**src/rtl/sprite_line_scheduler.sv**
```systemverilog
// Renders one scanline of sprites into the back bank of a ping-pong line buffer.
// Define SPRITE_LINE_CLEAR_EN to clear the back bank to BG_COLOR before each render.
module sprite_line_scheduler #(
  parameter int unsigned NUM_SPRITES = 20,
  parameter int unsigned SPRITE_SIZE = 32,
  parameter logic [23:0] TRANSPARENT = 24'h000000,
  parameter logic [23:0] BG_COLOR    = 24'h000000,
  localparam int unsigned CW = $clog2(SPRITE_SIZE),
  localparam int unsigned IW = (NUM_SPRITES > 1) ? $clog2(NUM_SPRITES) : 1
) (
  input  logic                      clk_i,
  input  logic                      rst_i,
  input  logic [24*NUM_SPRITES-1:0] gl_array_i,
  input  logic                      start_i,
  input  logic [9:0]                line_i,
  output logic                      busy_o,
  output logic                      done_o,
  output logic                      overrun_o,
  output logic                      rom_req_o,
  output logic [5+2*CW-1:0]         rom_addr_o,
  input  logic                      rom_ack_i,
  input  logic [23:0]               rom_data_i,
  output logic                      lb_we_o,
  output logic                      lb_bank_o,
  output logic [9:0]                lb_addr_o,
  output logic [23:0]               lb_data_o
);

  typedef enum logic [2:0] {StIdle, StClear, StScan, StFetch, StWrite, StDone} state_e;

  state_e             state_q;
  logic [9:0]         line_q;
  logic [IW-1:0]      idx_q;
  logic [4:0]         type_q;
  logic [9:0]         x_q;
  logic [CW-1:0]      row_q;
  logic [CW-1:0]      col_q;
  logic               busy_q, done_q, overrun_q, bank_q;
  logic               rom_req_q;
  logic [5+2*CW-1:0]  rom_addr_q;
  logic               lb_we_q;
  logic [9:0]         lb_addr_q;
  logic [23:0]        lb_data_q;

  // Table entry under inspection is read live; only the hit entry gets latched.
  logic [23:0] entry;
  logic [4:0]  e_type;
  logic [9:0]  e_x, e_y, diff;
  logic        hit, last_entry, visible;
  logic [10:0] pix_x;

  always_comb begin
    entry      = gl_array_i[idx_q*24 +: 24];
    e_type     = entry[23:19];
    e_x        = entry[18:9];
    e_y        = {1'b0, entry[8:0]};
    diff       = line_q - e_y;
    hit        = (e_type != 5'd0) && (line_q >= e_y) && (diff < 10'(SPRITE_SIZE));
    last_entry = (idx_q == IW'(NUM_SPRITES - 1));
    pix_x      = {1'b0, x_q} + 11'(col_q);
    visible    = (pix_x <= 11'd639);
  end

  always_ff @(posedge clk_i or posedge rst_i) begin
    if (rst_i) begin
      state_q    <= StIdle;
      line_q     <= '0;
      idx_q      <= '0;
      type_q     <= '0;
      x_q        <= '0;
      row_q      <= '0;
      col_q      <= '0;
      busy_q     <= 1'b0;
      done_q     <= 1'b0;
      overrun_q  <= 1'b0;
      bank_q     <= 1'b0;
      rom_req_q  <= 1'b0;
      rom_addr_q <= '0;
      lb_we_q    <= 1'b0;
      lb_addr_q  <= '0;
      lb_data_q  <= '0;
    end else begin
      done_q <= 1'b0;
      if (start_i) begin
        // A start outside IDLE/DONE aborts the render in flight.
        if (state_q != StIdle && state_q != StDone) overrun_q <= 1'b1;
        line_q    <= line_i;
        bank_q    <= ~bank_q;
        busy_q    <= 1'b1;
        rom_req_q <= 1'b0;
        idx_q     <= '0;
`ifdef SPRITE_LINE_CLEAR_EN
        state_q   <= StClear;
        lb_we_q   <= 1'b1;
        lb_addr_q <= '0;
        lb_data_q <= BG_COLOR;
`else
        state_q   <= StScan;
        lb_we_q   <= 1'b0;
`endif
      end else begin
        unique case (state_q)
          StIdle: ;
`ifdef SPRITE_LINE_CLEAR_EN
          StClear: begin
            if (lb_addr_q == 10'd639) begin
              lb_we_q <= 1'b0;
              state_q <= StScan;
            end else begin
              lb_addr_q <= lb_addr_q + 10'd1;
            end
          end
`endif
          StScan: begin
            if (hit) begin
              type_q  <= e_type;
              x_q     <= e_x;
              row_q   <= diff[CW-1:0];
              col_q   <= '0;
              state_q <= StFetch;
            end else if (last_entry) begin
              done_q  <= 1'b1;
              busy_q  <= 1'b0;
              state_q <= StDone;
            end else begin
              idx_q <= idx_q + 1'b1;
            end
          end
          StFetch: begin
            if (!rom_req_q) begin
              rom_req_q  <= 1'b1;
              rom_addr_q <= {type_q, row_q, col_q};
            end else if (rom_ack_i) begin
              rom_req_q <= 1'b0;
              lb_we_q   <= (rom_data_i != TRANSPARENT) && visible;
              lb_addr_q <= pix_x[9:0];
              lb_data_q <= rom_data_i;
              state_q   <= StWrite;
            end
          end
          StWrite: begin
            lb_we_q <= 1'b0;
            col_q   <= col_q + 1'b1;
            if (col_q == '1) begin
              if (last_entry) begin
                done_q  <= 1'b1;
                busy_q  <= 1'b0;
                state_q <= StDone;
              end else begin
                idx_q   <= idx_q + 1'b1;
                state_q <= StScan;
              end
            end else begin
              state_q <= StFetch;
            end
          end
          StDone:  state_q <= StIdle;
          default: state_q <= StIdle;
        endcase
      end
    end
  end

  assign busy_o     = busy_q;
  assign done_o     = done_q;
  assign overrun_o  = overrun_q;
  assign rom_req_o  = rom_req_q;
  assign rom_addr_o = rom_addr_q;
  assign lb_we_o    = lb_we_q;
  assign lb_bank_o  = bank_q;
  assign lb_addr_o  = lb_addr_q;
  assign lb_data_o  = lb_data_q;

endmodule

```
**config.mk**
```make
export PLATFORM = sky130hd
export DESIGN_NAME = sprite_line_scheduler
export DESIGN_NICKNAME = d
export VERILOG_FILES = /design/src/rtl/sprite_line_scheduler.sv
export SDC_FILE = /design/constraint.sdc
export NUM_CORES = 1
export LEC_CHECK = 0
export ABC_AREA = 1
export BUFFER_PORTS_ARGS = -buffer_cell sky130_fd_sc_hd__buf_2
export CELL_PAD_IN_SITES_DETAIL_PLACEMENT = 0
export CELL_PAD_IN_SITES_GLOBAL_PLACEMENT = 2
export CORE_AREA = 2 2 221 223
export DETAILED_ROUTE_END_ITERATION = 10
export DIE_AREA = 0 0 223 225
export PLACE_DENSITY_LB_ADDON = 0.2
export SLEW_MARGIN = 30
export SYNTH_ARGS = -nofsm -noshare
export SYNTH_HDL_FRONTEND = slang
export SYNTH_SLANG_ARGS = --single-unit
```
**constraint.sdc**
```tcl
create_clock -name clk_i -period 5.8 [get_ports clk_i]
set_clock_uncertainty 0.15 [all_clocks]
set_input_delay 0.58 -clock clk_i [delete_from_list [all_inputs] [get_ports clk_i]]
set_output_delay 0.58 -clock clk_i [all_outputs]
set_load 0.01 [all_outputs]
```
### Yosys cells after proc, flatten, opt, wreduce, memory -nomap -nowiden

Index checks and enable logic that the tools add are counted.

* input port bits: 518
* output and inout port bits: 55
* flip-flop bits (word level): 98

* eq/ne operators: 13
* $add $sub $neg: 4
* mux-type cells: 33
* shifts and indexed selects: 1
* multipliers: 1
* order comparisons: 3
* bitwise gates (word level): 3
* reduce and logical (&&, ||, !) cells: 20

Operators with widths (number)
* $shiftx A480 B11 Y24: 1
* $mux W5: 5
* $reduce_bool A24 Y1: 1
* $mux W3: 7
* $pmux W5 S2: 2
* $mux W1: 15
* $ne A3 B3 Y1 const B: 5
* $reduce_and A3 Y1: 5
* $pmux W3 S4: 1
* $add A10 B5 Y11: 1
* $le A11 B10 Y1 const B: 1
* $add A5 B1 Y5 const B: 2
* $eq A5 B5 Y1 const B: 2
* $ge A10 B9 Y1: 1
* $lt A10 B6 Y1 const B: 1
* $sub A10 B9 Y10: 1
* $reduce_bool A3 Y1: 3
* $reduce_and A4 Y1: 2
* $mul A5 B2 Y7 const B: 1
* $eq A3 B2 Y1 const B: 2
* $pmux W1 S2: 3
* $reduce_bool A5 Y1: 1
* $logic_and A1 B1 Y1: 4
* $ne A2 B2 Y1 const B: 2
* 6 further kinds: 9

### Logic depth before layout (Yosys ltp)

* depth in word-level cells: 8
* mapped depth: 30
* gate-level depth less buffers: 23

### Worst setup path before layout

OpenSTA, ideal clock, no wires.

* path kind: register to register
* from: register idx_q[0]
* to: register x_q[9]
* slack: 1931 ps
* data arrival time: 3602 ps
* path buffers: 7
* cell stages (with the launch flop): 26
* required time: 5533 ps
* path through: dfrtp_1 > buf_6 > buf_6 > buf_6 > buf_4 > buf_4 > clkbuf_1 > o21ai_0 > o22ai_1 > a22o_1 > ha_1 > fa_1 > nand3b_1 > nand2_1 > nand2_1 > nand2_1 > o21ai_0 > nor2_1 > nand2_1 > nor2_2 > nand3_4 > inv_4 > buf_6 > nand2_1 > o21ai_1 > inv_1

* word-level cells in the longest chain between the ends: 6

Ends and longest elaborated chain
* start, declared: line 33 `logic [IW-1:0] idx_q;`
* start signal, assigned: line 126 `idx_q <= idx_q + 1'b1;`
* start signal, assigned: line 150 `idx_q <= idx_q + 1'b1;`
* $mul A5 B2 Y7 (*): line 53 `entry = gl_array_i[idx_q*24 +: 24];`
* $shiftx A480 B11 Y24 (*): line 53
* $sub A10 B9 Y10 (tied with other cells): line 57 `diff = line_q - e_y;`
* $lt A10 B6 Y1 / $logic_and A1 B1 Y1 (equally long branches): line 58 `hit = (e_type != 5'd0) && (line_q >= e_y) && (diff < 10'(SPRITE_SIZE));`
* $logic_and A1 B1 Y1: line 58
* $reduce_and A3 Y1 (no source line)
* end signal, assigned: line 70 `x_q <= '0;`
* end signal, assigned: line 117 `x_q <= e_x;`
* end, declared: line 35 `logic [9:0] x_q;`

Every way passes the cells marked *; elsewhere a longest branch is shown, timed or not.
A chain may end at the register's enable or synchronous reset.

### Worst setup path after layout

* from: register idx_q[1]
* to: register x_q[7]

Same word-level chain as after synthesis.

==> flow_summary.ini <==
[clock_tree]
cts_hold_buf = 0
tritoncts.num_buffers = 9
cts.path.max_buffers = 2
cts_resized = 0
clock_latency_ns = 0.35
clkTransAtPathRegs_ns = 0.07
post-cts-setup-buffers = 0
cts_tree = yes
cts_sinks = 98
htreeDepth = 3
cts_root_buf = clkbuf_16

[yosys]
syn_area_per_cell_um2 = 6.19
synth_fp_nets = 2028
syn-cell-area_mm2 = 0.00924
synth_seq_cells = 98
synthDominantCellAreaShare = 0.266
synth_area_leader_cell = dfrtp_1
synth_cells = 1491
synth_area_leaders = dfrtp_1 (27%), nand2_1 (14%), o21ai_0 (11%)
yosys_warnings = 0
ys_seq_area_frac = 0.266
synth_cell_types = 46

[setup_path]
reg2reg_slack_ns = 1.28
crit_type = reg2reg
cp_slowest_cell = dfrtp_4
worstReg2RegStart = idx_q[1]
crit_fanout = 53
end_kind = flip-flop
crit_chain = inv_4, o21ai_1, o221ai_1, nand3_1, nand3_1, a22o_1, ha_1, fa_1, nand3b_1, nand2_1, nand2_1, nand2_1, o21ai_0, nor2_1, nand2_1, nor2_2, nand3_4, inv_4, nand2_1, o21ai_1, inv_1
worst_setup_path_start_kind = flip-flop
crit_required_ns = 5.89
crit_top_cell = nand2_1
arrival_ns = 4.60
slowest_delay_ns = 0.78
startpoint = idx_q[1]

[timing]
slew_violations = 0
slew_headroom = 0.411
worst_pin_slew_ns = 0.883
period_share = 0.779
setup_violations = 0
rsz0062_at_grt = false
tns_ns = 0
period_needed_ns = 4.52
hold_violations = 0
fmax_mhz = 221

[route]
drt_iter0_markers = 734
wl_um = 56600
vias = 12200
dr.pass1.iters = 5
wire_per_inst_um = 21.6
post-route-drc-count = 0
via_per_inst = 4.65
postRouteAntennaNets = 0

[floorplanning]
dieArea_mm2 = 0.0502
fp.dieW_um = 223
die_y_um = 225
core_area_mm2 = 0.0475
std_cell_rows = 80
ios = 573
start_util = 0.194

[place]
place_congestion = 0.942
dp_hpwl_um = 45800
portBuffers = 572

[global_routing]
grt_pass1_vias = 12800
antenna_found_initial = 34
grt_usage = 0.219
grt_max_degree = 107
grt_pass1_wl_um = 81900
grt_overflow = 0

[power]
leakagePower_nw = 6.71
power_mw = 4.98
power_density_mw_per_mm2 = 389
vdd_drop_max_v = 0.000200

[flow_run]
maxCapViolCount = 0

[cells_and_area]
layout-drive-gt1-share = 0.327
fin_nets = 2516
syn_to_final_growth_pct = 38.6

[worst_hold_path]
hp-class = in2async

[outcome]
outcome = finished clean
sequential cells by signal, summed over array words and instances (netlist names), 3 cells and up:
name,flops
lb_addr_o,10
lb_data_o,24
col_q,5
x_q,10
rom_addr_o,15
row_q,5
idx_q,5
line_q,10
state_q,3
type_q,5
cells by family after synthesis:
kind of cell / synth area share
AOI/OAI and AO/OA: 0.266
xor gates and xnor gates: 0.0133
adders and majority gates: 0.0274
buffers and inverters: 0.111
DFF: 0.266
muxes: 0.0110
and+or+nand+nor: 0.305
cell usage after synthesis, drive strengths merged:
| master | n |
|---|---|
| a21boi | 1 |
| a21o | 1 |
| a21oi | 29 |
| a22o | 1 |
| a22oi | 1 |
| a311oi | 2 |
| a31oi | 18 |
| buf | 66 |
| clkbuf | 46 |
| clkinv | 1 |
| dfrtp | 98 |
| fa | 2 |
| ha | 17 |
| inv | 108 |
| mux2 | 9 |
| nand2 | 346 |
| nand3 | 64 |
| nand3b | 3 |
| nand4 | 11 |
| nor2 | 252 |
| nor3 | 11 |
| nor4 | 4 |
| o211ai | 9 |
| o21a | 1 |
| o21ai | 272 |
| o221ai | 29 |
| o22ai | 70 |
| o31ai | 1 |
| or2 | 4 |
| xnor2 | 2 |
| xor2 | 12 |
layout by cell type (no fill, tap or decap), drive strengths merged, types with 10 or more instances in the layout:
| cell type | n |
|---|---|
| a31oi | 18 |
| o22ai | 70 |
| buf | 589 |
| diode | 21 |
| dfrtp | 98 |
| nand2 | 346 |
| nor2 | 252 |
| nand3 | 64 |
| xor2 | 12 |
| a21oi | 29 |
| nand4 | 11 |
| ha | 17 |
| clkbuf | 10 |
| inv | 108 |
| nor3 | 11 |
| o221ai | 29 |
| o21ai | 272 |
area by class of cell:
type | count | area (µm²)
inverters | 109 | 424
well taps | 615 | 769
clock inverters | 6 | 90.1
fillers | 5566 | 34700
multi-input cells | 1172 | 5780
diodes | 21 | 52.6
repair buffers | 589 | 2990
clock buffers | 10 | 239
flip-flops and latches | 98 | 2460
per-layer routing:
layer	track usage	share of wire	routed length, µm
met5	0	0.0016	90
met2	0.392	0.50	28100
met3	0.0502	0.063	3550
met1	0.249	0.40	22800
met4	0.0937	0.036	2050
report_power, final:
part	internal (mW)	switching [mW]	leakage, nW
clock network	0.391	0.272	0.159
registers	0.885	0.186	1.28
logic	1.09	2.15	5.27
critical path, delay by kind of cell, from the launching register on:
family / cells / cell delay, ns
simple gates: 11 / 1.45
flops: 1 / 0.78
buf+inv: 3 / 0.66
compound gates: 5 / 0.66
fa+ha+maj: 2 / 0.65
path summary, 6_finish.rpt:
kind,end,depth (start not counted)
min in group clk_i,line_q[3],3
min reg2reg,lb_bank_o,1
max,x_q[7],21
min,lb_data_o[19],2
max in group asynchronous,idx_q[1],3
max reg2reg,x_q[7],21
stage by stage:
step / setup slack [ns] / cell area, µm² / hold slack [ns] / utilization / std cells
after detailed placement: 1.29 / 12400 / 0.304 / 0.261 / 2583
after floorplan: 1.93 / 9240 / 0.295 / - / 1491
after global placement: 1.33 / 12400 / 0.300 / 0.261 / 2583
after global routing: 0.873 / 12800 / 0.224 / 0.269 / 2619
after CTS: 1.26 / 12700 / 0.269 / 0.268 / 2599
final: 1.28 / 12800 / 0.184 / 0.269 / 2620
No activity file was read; power rests on OpenSTA's default activity.
